--- src/rtl/prog_ram_loader_pkg.sv ---
// Shared constants for the TD4 program-RAM loader: widths, frame marker and FSM encoding.
package prog_ram_loader_pkg;

  localparam int ADDR_W = 4;
  localparam int DATA_W = 8;
  localparam int WORDS  = 16;

  localparam logic [DATA_W-1:0] SOF_BYTE  = 8'hA5;
  localparam logic [ADDR_W-1:0] LAST_ADDR = ADDR_W'(WORDS - 1);

  localparam logic [2:0] ST_IDLE   = 3'd0;
  localparam logic [2:0] ST_DATA   = 3'd1;
  localparam logic [2:0] ST_CSUM   = 3'd2;
  localparam logic [2:0] ST_COMMIT = 3'd3;
  localparam logic [2:0] ST_RUN    = 3'd4;

  function automatic logic is_loading(input logic [2:0] st);
    return (st == ST_DATA) || (st == ST_CSUM);
  endfunction

endpackage

--- src/rtl/prog_ram_loader_if.sv ---
// Host byte stream into the loader. A byte transfers on a rising clock edge where
// valid && ready; the host keeps data/valid stable while ready is low.
interface prog_ram_loader_if;

  logic [prog_ram_loader_pkg::DATA_W-1:0] data;
  logic                                   valid;
  logic                                   ready;

  modport master (output data, output valid, input ready);
  modport slave  (input data, input valid, output ready);

endinterface

--- src/rtl/prog_ram_loader_ram.sv ---
// WORDS x DATA_W program store: async clear, synchronous write, combinational read.
module prog_ram_loader_ram
  import prog_ram_loader_pkg::*;
(
  input  logic              clk,
  input  logic              n_reset,
  input  logic              we,
  input  logic [ADDR_W-1:0] waddr,
  input  logic [DATA_W-1:0] wdata,
  input  logic [ADDR_W-1:0] raddr,
  output logic [DATA_W-1:0] rdata
);

  logic [DATA_W-1:0] mem [WORDS];

  always_ff @(posedge clk or negedge n_reset) begin
    if (!n_reset) begin
      for (int i = 0; i < WORDS; i++) mem[i] <= '0;
    end else if (we) begin
      mem[waddr] <= wdata;
    end
  end

  assign rdata = mem[raddr];

endmodule

--- src/rtl/prog_ram_loader.sv ---
// Frame loader for the TD4 program store: SOF, WORDS data bytes, 8-bit additive checksum.
// The core is released from reset only after a frame whose checksum matches.
module prog_ram_loader
  import prog_ram_loader_pkg::*;
(
  input  logic                    clk,
  input  logic                    n_reset,
  prog_ram_loader_if.slave        host,
  input  logic [ADDR_W-1:0]       address,
  output logic [DATA_W-1:0]       out,
  output logic                    cpu_n_reset,
  output logic                    load_busy,
  output logic                    load_err,
  output logic [2:0]              state_dbg
);

  logic [2:0]        state, state_nxt;
  logic [ADDR_W-1:0] addr;
  logic [DATA_W-1:0] sum;
  logic              xfer;
  logic              we;

  assign host.ready = (state != ST_COMMIT);
  assign xfer       = host.valid && host.ready;
  assign we         = (state == ST_DATA) && xfer;
  assign load_busy  = is_loading(state);
  assign state_dbg  = state;

  always_comb begin
    state_nxt = state;
    case (state)
      ST_IDLE, ST_RUN: if (xfer && host.data == SOF_BYTE) state_nxt = ST_DATA;
      ST_DATA:         if (xfer && addr == LAST_ADDR)     state_nxt = ST_CSUM;
      ST_CSUM:         if (xfer) state_nxt = (host.data == sum) ? ST_COMMIT : ST_IDLE;
      ST_COMMIT:       state_nxt = ST_RUN;
      default:         state_nxt = ST_IDLE;
    endcase
  end

  // cpu_n_reset is registered from the next state so it tracks RUN without glitches.
  always_ff @(posedge clk or negedge n_reset) begin
    if (!n_reset) begin
      state       <= ST_IDLE;
      addr        <= '0;
      sum         <= '0;
      load_err    <= 1'b0;
      cpu_n_reset <= 1'b0;
    end else begin
      state       <= state_nxt;
      cpu_n_reset <= (state_nxt == ST_RUN);
      if (state_nxt == ST_DATA && state != ST_DATA) begin
        addr     <= '0;
        sum      <= '0;
        load_err <= 1'b0;
      end
      if (we) begin
        addr <= addr + 1'b1;
        sum  <= sum + host.data;
      end
      if (state == ST_CSUM && xfer && host.data != sum) load_err <= 1'b1;
    end
  end

  prog_ram_loader_ram u_ram (
    .clk     (clk),
    .n_reset (n_reset),
    .we      (we),
    .waddr   (addr),
    .wdata   (host.data),
    .raddr   (address),
    .rdata   (out)
  );

endmodule
--- src/flat_wrapper.sv ---
// flat-port wrapper written by rule: the top's interface ports become plain ports
module prog_ram_loader_flat import prog_ram_loader_pkg::*;
  (clk, n_reset, address, out, cpu_n_reset, load_busy, load_err, state_dbg, host_data, host_valid, host_ready);
  prog_ram_loader_if host_i ();
  input  logic clk;
  input  logic n_reset;
  input  logic [ADDR_W-1:0] address;
  output logic [DATA_W-1:0] out;
  output logic cpu_n_reset;
  output logic load_busy;
  output logic load_err;
  output logic [2:0] state_dbg;
  input wire logic [$bits(host_i.data)-1:0] host_data;
  input wire logic [$bits(host_i.valid)-1:0] host_valid;
  output wire logic [$bits(host_i.ready)-1:0] host_ready;
  assign host_i.data = host_data;
  assign host_i.valid = host_valid;
  assign host_ready = host_i.ready;
  prog_ram_loader u_core (.clk(clk), .n_reset(n_reset), .host(host_i), .address(address), .out(out), .cpu_n_reset(cpu_n_reset), .load_busy(load_busy), .load_err(load_err), .state_dbg(state_dbg));
endmodule
--- config.mk ---
export PLATFORM = sky130hd
export DESIGN_NAME = prog_ram_loader_flat
export DESIGN_NICKNAME = d
export VERILOG_FILES = /design/src/rtl/prog_ram_loader_pkg.sv /design/src/rtl/prog_ram_loader_if.sv /design/src/rtl/prog_ram_loader_ram.sv /design/src/rtl/prog_ram_loader.sv /design/src/flat_wrapper.sv
export SDC_FILE = /design/constraint.sdc
export NUM_CORES = 1
export LEC_CHECK = 0
export CAP_MARGIN = 40
export CORE_UTILIZATION = 26
export DETAILED_ROUTE_END_ITERATION = 10
export GPL_ROUTABILITY_DRIVEN = 0
export SETUP_SLACK_MARGIN = 0.02
export SYNTH_ARGS = -nofsm -noshare
export SYNTH_HDL_FRONTEND = slang
export SYNTH_SLANG_ARGS = --single-unit
--- constraint.sdc ---
create_clock -name clk -period 3.75 [get_ports clk]
set_input_delay 0.375 -clock clk [delete_from_list [all_inputs] [get_ports clk]]
set_output_delay 0.375 -clock clk [all_outputs]
set_load 0.005 [all_outputs]
### Word level (Yosys, flattened, before mapping)

Cells that the tools add are included.
W data, S select, Z words.

| cells by class | value |
|---|---|
| add/subtract/negate cells | 2 |
| $mul | 0 |
| div/mod/pow operators | 0 |
| magnitude comparators | 3 |
| equality and inequality tests | 12 |
| shift operators | 0 |
| multiplexer cells | 17 |
| bitwise logic cells | 2 |
| reduce and logical (&&, ||, !) cells | 13 |

Operators by type and width:

| kind | number |
|---|---|
| $bwmux W128 | 1 |
| $mux W8 | 5 |
| $bmux W8 S4 | 1 |
| $demux W8 S4 | 1 |
| $pmux W3 S4 | 1 |
| $ge A5 B5 Y1 const B | 2 |
| $not A4 Y5 | 2 |
| $mux W3 | 3 |
| $add A8 B8 Y8 | 1 |
| $eq A8 B8 Y1 | 1 |
| $eq A8 B8 Y1 const B | 1 |
| $logic_and A1 B1 Y1 | 8 |
| $mux W4 | 2 |
| $ne A8 B8 Y1 | 1 |
| $eq A3 B1 Y1 const B | 2 |
| $eq A3 B2 Y1 const B | 2 |
| $eq A3 B3 Y1 const B | 2 |
| $lt A5 B1 Y1 const B | 1 |
| $add A4 B1 Y4 const B | 1 |
| $eq A4 B4 Y1 const B | 1 |
| $reduce_bool A2 Y1 | 2 |
| $logic_not A3 Y1 | 1 |
| $ne A3 B1 Y1 const B | 1 |
| $ne A3 B2 Y1 const B | 1 |
| other kinds (4) | 5 |

| word-level totals | value |
|---|---|
| register bits after elaboration | 145 |
| latch bits | 0 |
| memory bits (writable) | 0 |
| memory bits (read-only) | 0 |
| memories kept | 0 |

### Logic depth before layout (Yosys ltp)

Gate-level depths: netlist of the first run.

| logic depth | value |
|---|---|
| word-level depth | 9 |
| mapped depth | 8 |
| depth with buffers taken out | 7 |

### Hierarchy

From an unflattened synthesis of the first run, not the netlist that was laid out.

| second synthesis, totals | value |
|---|---|
| cell total of the unflattened synthesis | 481 |
| area, all modules | 7016.7 um^2 |

Modules (own cells, without submodules):

| module | times used | cells an instance | area an instance (um^2) | seq. area each (um^2) |
|---|---|---|---|---|
| prog_ram_loader_ram | 1 | 365 | 5915.7 | 3203.1 |
| prog_ram_loader | 1 | 116 | 1101.1 | 425.4 |

### Worst setup path before layout of the first run

OpenSTA, ideal clock, no wires.

| timing path | value |
|---|---|
| path type | in2out |
| start point | input port address[0] |
| end point | output port out[0] |
| arrival | 1.712 ns |
| data required time | 3.375 ns |
| path slack | 1.663 ns |
| cell stages on the path | 4 |
| path buffers | 2 |
| cells stage by stage | buf_2 > buf_4 > mux4_2 > mux4_2 |

| between the ends | value |
|---|---|
| word-level cells in the longest chain between the ends | 4 |

Ends and longest elaborated chain:

| element | RTL line | text |
|---|---|---|
| start: declaration | flat_wrapper.sv:7 | `input logic [ADDR_W-1:0] address;` |
| $not A4 Y5 (implied by the code) | prog_ram_loader_ram.sv:24 | `assign rdata = mem[raddr];` |
| $bmux W8 S4 | prog_ram_loader_ram.sv:24 |  |
| $mux W8 (implied by the code) (2 in series) | prog_ram_loader_ram.sv:24 |  |
| end: declaration | flat_wrapper.sv:8 | `output logic [DATA_W-1:0] out;` |

Every way passes these cells. The select of a mux whose other input is x is not followed.

### Worst setup path after layout of the first run

| timing path | value |
|---|---|
| start point | input port address[1] |
| end point | output port out[3] |

Same word-level chain as after synthesis.

==> metrics.md, run 1 <==
| Metric | Value |
|---|---|
| Status | complete, no violations |
| Fin. max-slew vios | 0 |
| Met2 usage | 0.217 |
| CTS root buf | clkbuf_16 |
| Largest net degree at the start of global routing | 84 |
| Grt peak-use layer | met2 |
| GR met1 Demand/Resource | 0.155 |
| Startpoint Class | primary input |
| Post-layout util | 0.311 |
| Synth Register Bits | 145 |
| Worst-Skew Late Latency | around 430 ps |
| Worst hold path class | primary input to async pin |
| Initial antenna violation count | 0 |
| H-tree levels | 4 |
| Clk_skew | slightly above 10 ps |
| Fmax | roughly 320 MHz |
| Clock buffer depth | 2 |
| Place WS | about 650 ps |
| Mapped Area | just over 7000 um2 |
| Post-CTS setup buffers | 0 |
| Synth Net Count | slightly below 500 |
| HPWL after DPL | 10.9 mm |
| DRC Markers | 0 |
| Final worst-path cycle share | 0.824 |
| Part of the power in the clock network | 0.401 |
| Resized Gates After CTS | 0 |
| CP max FO | 32 |
| Port Buf Inserts | 29 |
| Yosys cell types | 45 |
| Area grow syn2layout | 17.9% |
| CP Class | primary input to output pin |
| Flop pwr share | 0.427 |
| Num CTS Buffers | 17 |
| Peak supply drop | between 0.0003 and 0.0004 V |
| Die area | around 28000 um2 |
| Seq/Total Area, Yosys | 0.512 |
| DR WL/cell | 19.2 um |
| Worst Path Required | approximately 3400 ps |
| Diodes inserted | 0 |
| Total of fill cells in the finished design | about 2600 |
| Switch Pwr | around 1.2 mW |
| Min Clock Period, post-route | ~3100 ps |
| CP endpoint | out[3] |
| Arrival time worst endpoint | around 2700 ps |
| PnR worst setup slack | approximately 660 ps |
| CTS sink count | 145 |
| Remaining Overflow, GRT | 0 |
| Syn Inst Count | ~460 |
| Initial Util | 0.264 |
| GRT Total Usage | 0.125 |
| R2r endpoint | u_core.u_ram.mem[108] |
| CP Capture Type | output pin |
| Register area | between 3000 and 4000 um2 |
| Sw Ratio | 0.281 |
| Final setup viols | 0 |
| Boundary pin count | 30 |
| Vias in the first global route | between 4000 and 5000 |
| Yosys warns | 0 |
| Normalized max-slew margin | 0.434 |
| Row count | 60 |
| Hold Violations, Final | 0 |
| Avg Inst Size Synth | 15.5 um2 |
| Die H | around 170 um |
| Area of the multi-input gates | between 3000 and 4000 um2 |
| RR Startpoint | u_core.state_dbg[0] |
| Leak | about 3.8 nW |
| Internal cell power | approximately 3.0 mW |
| Clk slew on worst S/H paths | ~60 ps |
| Drt total wl | 16.2 mm |
| First-pass GRT wire length | about 26 mm |
| Actual slew at the worst max-slew pin | 847 ps |
| Met3 usage in global routing | 0.0241 |
| Ratio of cells with drive above 1 in the final layout | 0.458 |
| Fin nets | approximately 520 |
| Via count | ~4100 |
| DR pass1 iterations | 4 |
| Combinational share of power | 0.172 |
| RSZ-0062 raised after global routing | no |
| Core outline area | 26900 um2 |
| PwrDens | between 500 and 600 nW/um2 |
| Iter 0 DRT Violations | between 200 and 250 |
| Overall Power | about 4.2 mW |
| Max cap viols | 0 |
| TNS Setup | 0 ps |
| Vias per std cell | between 4 and 5 |
| Die W | around 170 um |
| CTS tree | done |
| Reg2Reg Setup Slack | about 1300 ps |
| Critical Path Source | address[1] |
| Post-DRT Antenna Nets | 0 |
| FF-to-FF path depth | 5 |
==> power by group through the flow <==
stage	registers [mW]	logic (mW)	clock network, mW
after CTS	1.80	0.732	1.72
after detailed placement	1.83	0.727	0
final	1.80	0.727	1.69
after global placement	1.81	0.682	0
after global routing	1.82	0.807	1.79
after floorplan	1.79	0.542	0
==> per-stage QoR <==
| step | cells | cell area, um2 | hold WS [ps] |
|---|---|---|---|
| final | 843 | 8360 | 406 |
| after detailed placement | 809 | 7760 | 287 |
| after global placement | 808 | 7730 | 466 |
| after global routing | 843 | 8360 | 429 |
| after floorplan | 457 | 7090 | 79.4 |
| after CTS | 842 | 8350 | 417 |
==> registers in the layout, indices dropped and copies added (netlist names) <==
register / count
u_core.u_ram.mem: 128
u_core.cpu_n_reset: 1
u_core.load_err: 1
u_core.state_dbg: 3
u_core.addr: 4
u_core.sum: 8
==> cells in the mapped netlist, drive strengths merged <==
| cell type | instances | share of area |
|---|---|---|
| o211ai | 2 | 0.0021 |
| a31oi | 1 | 0.00088 |
| nor4 | 3 | 0.0026 |
| a2111oi | 1 | 0.0012 |
| and3b | 1 | 0.0012 |
| nor2 | 9 | 0.0062 |
| o21bai | 1 | 0.0011 |
| a32o | 3 | 0.0042 |
| nor3 | 3 | 0.0021 |
| a21o | 4 | 0.0042 |
| mux4 | 40 | 0.13 |
| inv | 4 | 0.0021 |
| nand4 | 5 | 0.0095 |
| buf | 17 | 0.016 |
| dfrtp | 145 | 0.51 |
| nand2 | 15 | 0.0086 |
| a211oi | 2 | 0.0021 |
| o21ai | 8 | 0.0056 |
| fa | 1 | 0.0028 |
| xor2 | 3 | 0.0037 |
| clkbuf | 11 | 0.0058 |
| nand3b | 2 | 0.0026 |
| nor2b | 3 | 0.0037 |
| xnor2 | 4 | 0.0049 |
| a21oi | 6 | 0.0042 |
| a22o | 4 | 0.0049 |
| nand3 | 13 | 0.026 |
| mux2 | 128 | 0.20 |
| nor3b | 3 | 0.0032 |
| ha | 11 | 0.019 |
| or4bb | 2 | 0.0032 |
| mux2i | 2 | 0.0028 |
==> final cells by class <==
type	count	area share
Inverter	4	0.00180
Sequential cell	145	0.434
Multi-Input combinational cell	280	0.394
Clock inverter	13	0.0181
Tap cell	341	0.0510
Clock buffer	19	0.0518
Timing Repair Buffer	41	0.0492
==> cells by family (layout without fill, tap and decap cells) <==
logic type	count (synthesis)	in the layout	share of synthesized area
flops	145	145	0.512
buf+inv	32	77	0.0236
fa+ha+maj	12	12	0.0222
simple gates	59	59	0.0688
compound gates	32	32	0.0307
xor+xnor	7	7	0.00865
mux	170	170	0.334
==> how the worst min path moves through the flow <==
| stage | startpoint | endpoint | slack, ps | cells after the start |
|---|---|---|---|---|
| 2_1_floorplan | n_reset | u_core.addr[0] | 80 | 0 |
| 3_3_place_gp | u_core.sum[3] | u_core.sum[3] | 470 | 2 |
| 3_5_place_dp | n_reset | u_core.sum[5] | 290 | 1 |
| 4_1_cts | n_reset | u_core.sum[5] | 420 | 2 |
| 5_1_grt | n_reset | u_core.sum[5] | 430 | 2 |
| 6_report | n_reset | u_core.sum[5] | 410 | 2 |
==> worst max-delay path, cell delays in order <==
cell	delay, ps
clkdlybuf4s50_1	490
buf_4	450
mux4_2	410
mux4_2	510
clkdlybuf4s50_1	480
==> timing repair <==
action	4_1_cts	5_1_grt
hold endpoints to repair	32	0
setup endpoints to repair	0	0
hold buffers	1	0
==> placed cells by master (no fill, tap or decap), types with 6 or more instances in the layout <==
master / n
nor2_1: 7
dfrtp_1: 145
ha_1: 11
o21ai_0: 8
a21oi_1: 6
nand2_1: 13
mux4_2: 40
nand3_4: 9
clkbuf_16: 17
buf_4: 9
mux2_2: 126
clkdlybuf4s50_1: 27
==> metal layers <==
| layer | up-vias | wire length, um | part of all wire |
|---|---|---|---|
| li1 | 1802 | - | - |
| met3 | 22 | 443 | 0.027 |
| met5 | - | 0 | 0 |
| met2 | 49 | 8510 | 0.52 |
| met1 | 2224 | 6970 | 0.43 |
| met4 | 0 | 282 | 0.017 |
Note: power is estimated with default switching activity, not from simulation.
==> inputs of run 2 (changes only) <==
==> constraint.sdc (replaced) <==
create_clock -name clk -period 3 [get_ports clk]
set_input_delay 0.3 -clock clk [delete_from_list [all_inputs] [get_ports clk]]
set_output_delay 0.3 -clock clk [all_outputs]
set_load 0.005 [all_outputs]
==> run 2 against run 1 <==
Against the previous run:
- clock-buffer cell count decreased by 1
- total power increased by 27%
- critical endpoint is now out[0]
- clock skew increased by 5.6 ps
- first-iteration DRC count decreased by 17%
- via count decreased by 0.83%
- highest routed layer unchanged
- non-clock buffer count increased by 7
- combinational power increased by 24%
- routed wire length decreased by 0.98%
- cell count increased by 0.71%
==> metrics.md, run 2 (synthesis gave the netlist of run 1 again) <==
| Metric | Value |
|---|---|
| Status | complete, no violations (unchanged) |
| Row count | 60 (unchanged) |
| TNS Setup | 0 ps (unchanged) |
| CTS tree | done (unchanged) |
| DRC Markers | 0 (unchanged) |
| WHS | 461 ps (was 406 ps) |
| Diodes inserted | 0 (unchanged) |
| Num CTS Buffers | 17 (unchanged) |
| Port Buf Inserts | 29 (unchanged) |
| Max FFs per register | 128 (unchanged) |
| Area grow syn2layout | 18.8% (was 17.9%) |
| HPWL after DPL | 11.3 mm (was 10.9 mm) |
| Clock buffer depth | 2 (unchanged) |
| Worst path max stage delay | 500 ps (was 510 ps) |
| Initial antenna violation count | 0 (unchanged) |
| First-pass GRT wire length | 26.2 mm (was 26.4 mm) |
| CP cell instances | clkdlybuf4s50_1 -> buf_12 -> mux4_2 -> mux4_2 -> clkdlybuf4s50_1 (was clkdlybuf4s50_1 -> buf_4 -> mux4_2 -> mux4_2 -> clkdlybuf4s50_1) |
| Commonest non-fill, non-tap cells in the layout | 145 x dfrtp_1, 126 x mux2_2, 40 x mux4_2 (unchanged) |
| Boundary pin count | 30 (unchanged) |
| FF-to-FF path depth | 5 (unchanged) |
| Post-CTS setup buffers | 0 (unchanged) |
| Worst Path Required | 2700 ps (was 3380 ps) |
| Post-CTS Hold Buffers | 1 (unchanged) |
| Actual slew at the worst max-slew pin | 713 ps (was 847 ps) |
| R2r endpoint | u_core.u_ram.mem[115] (was u_core.u_ram.mem[108]) |
| Remaining Overflow, GRT | 0 (unchanged) |
| Fin. max-slew vios | 0 (unchanged) |
| Core outline area | 26900 um2 (unchanged) |
| Max cap viols | 0 (unchanged) |
| Post-layout util | 0.314 (was 0.311) |
| Hold Violations, Final | 0 (unchanged) |
| Startpoint Class | primary input (unchanged) |
| Worst hold path class | primary input to async pin (unchanged) |
| Leak | 3.88 nW (was 3.84 nW) |
| RSZ-0062 raised after global routing | no (unchanged) |
| Peak supply drop | 0.000328 V (was 0.000330 V) |
| Clk slew on worst S/H paths | 60 ps (about the same) |
| Iter 0 DRT Violations | 201 (was 242) |
| Vias in the first global route | 4543 (was 4441) |
| Reg2Reg Setup Slack | 730 ps (was 1320 ps) |
| CP bufs+invs | 3 (unchanged) |
| H-tree levels | 4 (unchanged) |
| Resized Gates After CTS | 0 (unchanged) |
| Post-DRT Antenna Nets | 0 (unchanged) |
| RR Startpoint | u_core.state_dbg[0] (unchanged) |
| Die area | 27900 um2 (unchanged) |
| DR pass1 iterations | 4 (unchanged) |
| Clk_skew | 15.8 ps (was 10.1 ps) |
| Via count | 4063 (was 4097) |
| Largest net degree at the start of global routing | 74 (was 84) |
| Die H | 167 um (unchanged) |
| Normalized max-slew margin | 0.524 (was 0.434) |
| Min Clock Period, post-route | about 2700 ps |
| Vias per std cell | 4.79 (was 4.86) |
| Worst-Skew Late Latency | 410 ps (was 430 ps) |
| Biggest regs | u_core.u_ram.mem: 128 flops, u_core.sum: 8 flops, u_core.addr: 4 flops (unchanged) |
| CP Capture Type | output pin (unchanged) |
| CP Class | primary input to output pin (unchanged) |
| Final worst-path cycle share | 0.899 |
| PwrDens | 634 nW/um2 (was 505 nW/um2) |
| Register area | 3630 um2 (unchanged) |
| Initial Util | 0.264 (unchanged) |
| Slowest-stage cell, CP | clkdlybuf4s50_1 (was mux4_2) |
| Drt total wl | 16.0 mm (was 16.2 mm) |
| Final setup viols | 0 (unchanged) |
| Die W | 167 um (unchanged) |
| CTS sink count | 145 (unchanged) |
| Fmax | 371 MHz |
| Fin nets | 523 (was 516) |
| Ratio of cells with drive above 1 in the final layout | 0.467 (was 0.458) |
| Most common cell after layout, fill and taps aside | dfrtp_1 (unchanged) |
| GRT Total Usage | 0.123 (was 0.125) |
| DR WL/cell | 18.9 um (was 19.2 um) |
| Worst path top cell family by delay | buffers and inverters (unchanged) |
| Most flops, register | u_core.u_ram.mem (unchanged) |
| CTS root buf | clkbuf_16 (unchanged) |
| CP max FO | 32 (unchanged) |
| Arrival time worst endpoint | 2400 ps (was 2710 ps) |
| Area of the multi-input gates | 3290 um2 (unchanged) |
| Total of fill cells in the finished design | 2569 (was 2607) |
-- run 2: worst max-delay path by stage --
stage	startpoint	endpoint	slack, ps	depth (start not counted)
after floorplan	u_core.sum[0]	u_core.sum[6]	1040	7
after global placement	address[1]	out[3]	270	5
after detailed placement	address[1]	out[3]	280	5
after CTS	address[1]	out[3]	280	5
after global routing	address[1]	out[5]	260	5
final	address[1]	out[0]	300	5
-- run 2: layout make-up --
cell class | instances | area share
timing repair buffer | 48 | 0.0542
tap | 341 | 0.0506
sequential | 145 | 0.431
multi-input combinational | 280 | 0.391
clock buffer | 18 | 0.0509
inverter | 4 | 0.00178
clock inverter | 13 | 0.0208
-- run 2: routing by layer --
layer / track usage / wire length (um) / vias up
met3: 0.0229 / 332 / 15
met2: 0.218 / 8530 / 51
met1: 0.149 / 6930 / 2194
li1: - / - / 1803
met4: 0.0399 / 257 / 0
met5: 0 / 0 / -
-- run 2: power breakdown --
group / internal, mW / leakage (nW) / total [mW] / switching, mW
logic: 0.431 / 1.60 / 0.904 / 0.473
clock network: 1.32 / 0.282 / 2.18 / 0.861
registers: 2.13 / 2.00 / 2.25 / 0.124
total: 3.88 / 3.88 / 5.34 / 1.46
-- run 2: stage by stage --
step           setup WS, ps  instances  instance area, um2  total power, mW
6_report                304        849                8430             5.34
4_1_cts                 279        849                8430             5.38
5_1_grt                 259        849                8430             5.59
3_5_place_dp            277        817                7810             3.19
3_3_place_gp            274        816                7800             3.13
2_1_floorplan          1040        457                7090             2.92
